==> src/rtl/sr_register_bank_pkg.sv <==
// Shared encodings for sr_register_bank: shift/load mode values and set/clear conflict policies.
package sr_register_bank_pkg;

  typedef enum logic [1:0] {
    MODE_HOLD = 2'b00,
    MODE_LOAD = 2'b01,
    MODE_SHL  = 2'b10,
    MODE_SHR  = 2'b11
  } srMode_e;

  localparam logic [1:0] CONF_HOLD   = 2'd0;
  localparam logic [1:0] CONF_SET    = 2'd1;
  localparam logic [1:0] CONF_CLR    = 2'd2;
  localparam logic [1:0] CONF_TOGGLE = 2'd3;

  // Out-of-range policy values fall back to hold.
  function automatic logic [1:0] normConflict(input int policy);
    logic [1:0] res;
    if ((policy >= 0) && (policy <= 3)) begin
      res = policy[1:0];
    end else begin
      res = CONF_HOLD;
    end
    return res;
  endfunction

endpackage

==> src/rtl/sr_register_bank_bit_resolve.sv <==
// Per-bit set/clear override of the mode-selected base bit; purely combinational.
module sr_bit_resolve
  import sr_register_bank_pkg::*;
#(
  parameter int CONFLICT = 0
) (
  input  logic baseBit,
  input  logic qBit,
  input  logic setBit,
  input  logic clrBit,
  output logic resBit
);

  localparam logic [1:0] POLICY = normConflict(CONFLICT);

  logic resBit_s;

  // Resolve overrides; a set/clear conflict looks at the current q bit, not the base.
  always_comb begin
    resBit_s = baseBit;
    case ({setBit, clrBit})
      2'b10: resBit_s = 1'b1;
      2'b01: resBit_s = 1'b0;
      2'b11: begin
        case (POLICY)
          CONF_HOLD:   resBit_s = qBit;
          CONF_SET:    resBit_s = 1'b1;
          CONF_CLR:    resBit_s = 1'b0;
          CONF_TOGGLE: resBit_s = ~qBit;
          default:     resBit_s = qBit;
        endcase
      end
      2'b00:   resBit_s = baseBit;
      default: resBit_s = baseBit;
    endcase
  end

  assign resBit = resBit_s;

endmodule

==> src/rtl/sr_register_bank.sv <==
// Clocked WIDTH-bit set/clear register with load and shift modes.
// Optional registered parity output enabled by SR_REGISTER_BANK_PARITY_EN.
module sr_register_bank
  import sr_register_bank_pkg::*;
#(
  parameter int               WIDTH     = 4,
  parameter int               CONFLICT  = 0,
  parameter logic [WIDTH-1:0] RESET_VAL = {WIDTH{1'b0}}
) (
  input  logic             clk,
  input  logic             rst_n,
  input  logic             en,
  input  logic [1:0]       mode,
  input  logic [WIDTH-1:0] d,
  input  logic             ser_in,
  input  logic [WIDTH-1:0] set,
  input  logic [WIDTH-1:0] clr,
  output logic [WIDTH-1:0] q,
  output logic [WIDTH-1:0] q_n,
  output logic             ser_out,
`ifdef SR_REGISTER_BANK_PARITY_EN
  output logic             parity,
`endif
  output logic             changed
);

  logic [WIDTH-1:0] q_r;
  logic [WIDTH-1:0] baseQ_s;
  logic [WIDTH-1:0] resolvedQ_s;
  logic [WIDTH-1:0] nextQ_s;
  logic             changed_r;
  logic             serOut_s;

  // Stage 1: base value chosen by mode; shifts fill only from ser_in.
  always_comb begin
    baseQ_s = q_r;
    case (mode)
      MODE_HOLD: baseQ_s = q_r;
      MODE_LOAD: baseQ_s = d;
      MODE_SHL:  baseQ_s = {q_r[WIDTH-2:0], ser_in};
      MODE_SHR:  baseQ_s = {ser_in, q_r[WIDTH-1:1]};
      default:   baseQ_s = q_r;
    endcase
  end

  for (genvar gi = 0; gi < WIDTH; gi++) begin : gBit
    sr_bit_resolve #(.CONFLICT(CONFLICT)) uResolve (
      .baseBit(baseQ_s[gi]),
      .qBit   (q_r[gi]),
      .setBit (set[gi]),
      .clrBit (clr[gi]),
      .resBit (resolvedQ_s[gi])
    );
  end

  // Disabled updates keep q as is.
  always_comb begin
    if (en) begin
      nextQ_s = resolvedQ_s;
    end else begin
      nextQ_s = q_r;
    end
  end

  // Register state; reset overrides any pending update.
  always_ff @(posedge clk) begin
    if (!rst_n) begin
      q_r       <= RESET_VAL;
      changed_r <= 1'b0;
    end else begin
      q_r       <= nextQ_s;
      changed_r <= (nextQ_s != q_r);
    end
  end

  // In shift-right the LSB leaves the register, otherwise the MSB.
  always_comb begin
    if (mode == MODE_SHR) begin
      serOut_s = q_r[0];
    end else begin
      serOut_s = q_r[WIDTH-1];
    end
  end

`ifdef SR_REGISTER_BANK_PARITY_EN
  logic parity_r;

  function automatic logic calcParity(input logic [WIDTH-1:0] v);
    return ^v;
  endfunction

  // Parity tracks the value q takes at the same edge.
  always_ff @(posedge clk) begin
    if (!rst_n) begin
      parity_r <= calcParity(RESET_VAL);
    end else begin
      parity_r <= calcParity(nextQ_s);
    end
  end

  assign parity = parity_r;
`endif

  assign q       = q_r;
  assign q_n     = ~q_r;
  assign ser_out = serOut_s;
  assign changed = changed_r;

endmodule

==> config.mk <==
export PLATFORM = sky130hd
export DESIGN_NAME = sr_register_bank
export DESIGN_NICKNAME = d
export VERILOG_FILES = /design/src/rtl/sr_register_bank_pkg.sv /design/src/rtl/sr_register_bank_bit_resolve.sv /design/src/rtl/sr_register_bank.sv
export SDC_FILE = /design/constraint.sdc
export NUM_CORES = 1
export LEC_CHECK = 0
export ABC_AREA = 0
export CAP_MARGIN = 20
export CORE_AREA = 2 2 39 41
export CTS_CLUSTER_SIZE = 25
export DETAILED_ROUTE_END_ITERATION = 10
export DIE_AREA = 0 0 41 43
export DONT_BUFFER_PORTS = 1
export SYNTH_ARGS = -nofsm -noshare
export SYNTH_HDL_FRONTEND = slang
export SYNTH_SLANG_ARGS = --single-unit
==> constraint.sdc <==
create_clock -name clk -period 1.9 [get_ports clk]
set_clock_uncertainty 0.05 [all_clocks]
set_input_delay 0.19 -clock clk [delete_from_list [all_inputs] [get_ports clk]]
set_output_delay 0.19 -clock clk [all_outputs]
set_load 0.02 [all_outputs]
# Word level (Yosys, flattened, before mapping)
# Index checks and enable logic that the tools add are counted.
# Widths: inputs -> output; s select.
dict set report op_classes {
  n_eq_ne 16
  n_mux 7
  bitwise 1
  reduce_logical 5
}
# cell n
set ops {}
lappend ops {{$eq 2x2->1 const B} 10}
lappend ops {{$pmux 1 s4} 4}
lappend ops {{$pmux 4 s4} 1}
lappend ops {{$eq 2x1->1 const B} 5}
lappend ops {{$logic_not 2->1} 5}
lappend ops {{$mux 4} 1}
lappend ops {{$ne 4x4->1} 1}
lappend ops {{$not 4->4} 1}
lappend ops {{$mux 1} 1}
dict set report totals {
  ff_bits 5
  inputBits 18
  out_inout_bits 10
  word_cells 31
}

# Logic depth before layout (Yosys ltp)
# Gate-level depths: netlist of run 1.
dict set report logic_depth {
  depth_word 5
  depth_mapped 7
}

# Cells and area by module
# From an unflattened synthesis of run 1, not the netlist that was laid out.
dict set report unflattened {
  cells_unflattened 42
  area_unflattened_um2 426.7
}
# module n_inst cells_per_inst area_per_inst_um2
set modules_own_cells {}
lappend modules_own_cells {sr_register_bank 1 30 351.6}
lappend modules_own_cells {sr_bit_resolve 4 3 18.8}

# Worst setup path after synthesis of run 1
# OpenSTA, ideal clock, no wires.
dict set report synth_timing {
  path_kind {register to register}
  startpoint {register q_r[2] (netlist: q[2])}
  endpoint {register changed_r (netlist: changed)}
  setup_time_ps 132
  t_arrival_ps 1242
  slack_ps 476
  path_stages_with_launch 6
  path_buffers 0
  cell_sequence {dfxtp_1 -> and2b_1 -> o221ai_2 -> nor3_2 -> a2111oi_4 -> a31oi_1}
}
dict set report synth_via {
  elab_chain_len 4
  word_cells_on_any_way 6
  cone_classes {eq/ne: 1; mux: 5}
}
# element line
set synth_rtl {}
lappend synth_rtl {{start: declaration} sr_register_bank.sv:27} ;# logic [WIDTH-1:0] q_r;
lappend synth_rtl {{start signal: assignment} sr_register_bank.sv:71} ;# q_r <= nextQ_s;
lappend synth_rtl {{$pmux 4 s4} sr_register_bank.sv:37} ;# case (mode)
lappend synth_rtl {{$pmux 1 s4} sr_register_bank_bit_resolve.sv:21} ;# case ({setBit, clrBit})
lappend synth_rtl {{$mux 4} sr_register_bank.sv:58} ;# if (en) begin
lappend synth_rtl {{$ne 4x4->1 *} sr_register_bank.sv:72} ;# changed_r <= (nextQ_s != q_r);
lappend synth_rtl {{end signal: assignment} sr_register_bank.sv:72}
lappend synth_rtl {{end: declaration} sr_register_bank.sv:31} ;# logic changed_r;
# Every way passes the cells marked *; elsewhere a longest branch is shown, timed or not.
# A chain may end at the register's enable or synchronous reset.

# Worst setup path in the final report of run 1
dict set report layout_timing {
  startpoint {register q_r[3] (netlist: q[3])}
  endpoint {output ser_out}
}
dict set report layout_via {
  elab_chain_len 1
}
# element line
set layout_rtl {}
lappend layout_rtl {{$mux 1} sr_register_bank.sv:78} ;# if (mode == MODE_SHR) begin
lappend layout_rtl {{end: declaration} sr_register_bank.sv:20} ;# output logic ser_out,
# Every way passes these cells.

==> impl_results.md, run 1 <==
- Outcome: completed
- Post-CTS resize count: 0
- Flops & latches, synth: 5
- HPWL after DPL: 1.15 mm
- Final core utilization: 45.3%
- Vias in the first global route: 517
- FP Rows: 14
- I/O Buffers: 0
- Total GRT Usage: 18.5%
- CP Data Required Time: between 1.5 and 2 ns
- Share of Yosys cell area claimed by the top area cell type: between 10% and 20%
- Routed Antenna Nets: 0
- Initial core utilization: approximately 45%
- Clk sinks: 5
- Synth Cell Area: 626 sq um
- DRT Pass-1 Iters: 5
- CTS max path bufs: 2
- Clk pin slew, worst setup/hold paths: around 0.050 ns
- Filler Cell Count: 143
- GRT Residual Overflow: 0
- Ys async rst share: 0%
- CORE AREA: 1380 sq um
- Crit path launch type: flip-flop
- Initial antenna violation count: 0
- First-pass GRT wire length: between 2 and 2.5 mm
- Dominant cell type by area after synthesis: dfxtp_1
- Num CTS Buffers: 3
- Area grow syn2layout: 0.200%
- Synth warnings: 0
- Syn Inst Count: 73
- WL/cell: roughly 16 um
- Worst-margin pin slew: approximately 0.47 ns
- # IOs: 28
- Setup_tns: 0 ns
- Crit path max fanout: 6
- CTS Root Cell: clkbuf_4
- Hold Crit Class: input pin to flip-flop
- Critical path class: flip-flop to primary output
- Final setup viols: 0
- Post-synth top flop: dfxtp_1
- WL final: 1.44 mm
- 1st-iter DRT viols: 13
- DR DRC count: 0
- Setup Buffers After CTS: 0
- Final Slew Violations: 0
- Die ar.: 1760 sq um
- Post-synth EDFFs: 0
- Synth Net Count: 91
- Register area share after synthesis: 16.0%
- Pleak: 0.242 nW
- CTS tree: done
- Post-synth top cells: inv_1, mux2i_1, buf_4
- CP arrival: roughly 1.5 ns
- Hold buffers post-CTS: 0
- CP endpoint kind: primary output
- Share of cells above drive strength 1: 19.4%
- Synth cell types: 30
- RePlAce Congestion: 0.741
- VDD IR-drop max: 0.000465 V
- Largest net degree at the start of global routing: 17
- Avg Inst Size Synth: around 8.6 sq um
- Number of diodes: 0
- Drt via density: 6.10
- Final Hold Fails: 0
- Net count, final: 91
- Via count: 537
- Area contributors post-synth: dfxtp_1, mux2i_1, nor4b_4
- Fmax: 576 MHz
- RSZ-0062 raised after global routing: no
- Power density over the cells: 580 nW/um^2
- Die Height: 43 um
- Tcrit/Tclk final: 91.4%
- Clock Latency Late Sink: roughly 0.25 ns
- Die width: 41 um
- Max Cap Viol: 0
- Minimum clock period: 1.74 ns
- Max_slew headroom: 67.9%
- H-tree lvl count: 1
## path summary, 6_finish.rpt
check,startpoint,end,slack (ns),depth (start not counted)
worst max register to register,q[2],changed,0.31,5
worst min register to register,q[2],q[2],0.61,2
worst min-delay path,rst_n,q[0],0.04,2
worst max-delay path,q[3],ser_out,0.16,2
## per-stage QoR
step | power [mW] | area [sq um] | std cells | setup WS, ns | hold WS, ns
global placement | 0.233 | 601 | 84 | 0.338 | 0.281
floorplan | 0.238 | 626 | 73 | 0.476 | 0.276
CTS | 0.363 | 627 | 88 | 0.179 | 0.0379
global route | 0.381 | 627 | 88 | 0.109 | 0.0539
finish | 0.363 | 627 | 88 | 0.164 | 0.0360
detailed placement | 0.235 | 601 | 84 | 0.318 | 0.290
## flip-flops by register name (all words and copies together) (netlist names)
register	flops
changed	1
q	4
## metal layers
metal / vias up / global-route usage (%) / part of all wire (%)
met4: 0 / 2.00 / 1.5
met5: - / 0 / 0
li1: 264 / - / -
met2: 24 / 28.4 / 45
met1: 247 / 24.7 / 43
met3: 2 / 6.81 / 10
## report_power, final
group,total (mW),internal [mW],switching [mW]
combinational,0.103,0.0488,0.0544
sequential,0.129,0.114,0.0156
clock,0.131,0.0799,0.0512
total,0.363,0.242,0.121
## cells in the final DEF, fill, tap and decap left out
| master | count |
|---|---|
| inv_1 | 7 |
| mux2i_1 | 7 |
| nor3b_1 | 5 |
| dfxtp_1 | 5 |
| o21ai_0 | 4 |
| nor2_1 | 4 |
| a21oi_1 | 4 |
| nand2_1 | 3 |
| a211oi_1 | 3 |
| nor3_1 | 3 |
| clkbuf_4 | 3 |
| buf_4 | 3 |
| nor4b_4 | 2 |
| nand2b_1 | 2 |
| nor3b_2 | 1 |
| or2_1 | 1 |
| and2b_1 | 1 |
| o221ai_2 | 1 |
| or3_1 | 1 |
| nor2b_1 | 1 |
| a21boi_1 | 1 |
| nor3_2 | 1 |
| o211a_1 | 1 |
| a32oi_1 | 1 |
| o41ai_2 | 1 |
| a2111oi_4 | 1 |
| and2_2 | 1 |
| and2_1 | 1 |
| a31oi_1 | 1 |
| o22ai_1 | 1 |
| clkbuf_1 | 1 |
## critical path, cell delays in order (launching register included)
cell and delay, ns:
dfxtp_1 0.54, inv_1 0.25, mux2i_1 0.45
## logic make-up after synthesis
group	after synthesis	share of synthesized area, %
AOI/OAI and AO/OA	19	25.6
muxes	7	11.2
and+or+nand+nor	27	32.2
DFF	5	16.0
buffers and inverters	15	15.0
## final cells by class
class                   count  area (sq um)  share of cell area (%)
multi-input cells          53           432                    68.9
flip-flops and latches      5           100                    16.0
clock buffers               4          26.3                    4.19
inverters                   7          26.3                    4.19
repair buffers              3          22.5                    3.59
well taps                  16          20.0                    3.19
(Power assumes the default switching activity.)
==> run 2: changes to the inputs <==
--- a/config.mk
+++ b/config.mk
@@ -15,3 +15,4 @@
 export SYNTH_ARGS = -nofsm -noshare
 export SYNTH_HDL_FRONTEND = slang
 export SYNTH_SLANG_ARGS = --single-unit
+export TNS_END_PERCENT = 1
==> results of run 2 <==
Same layout as run 1: the final DEF is identical, and so are final timing and power.
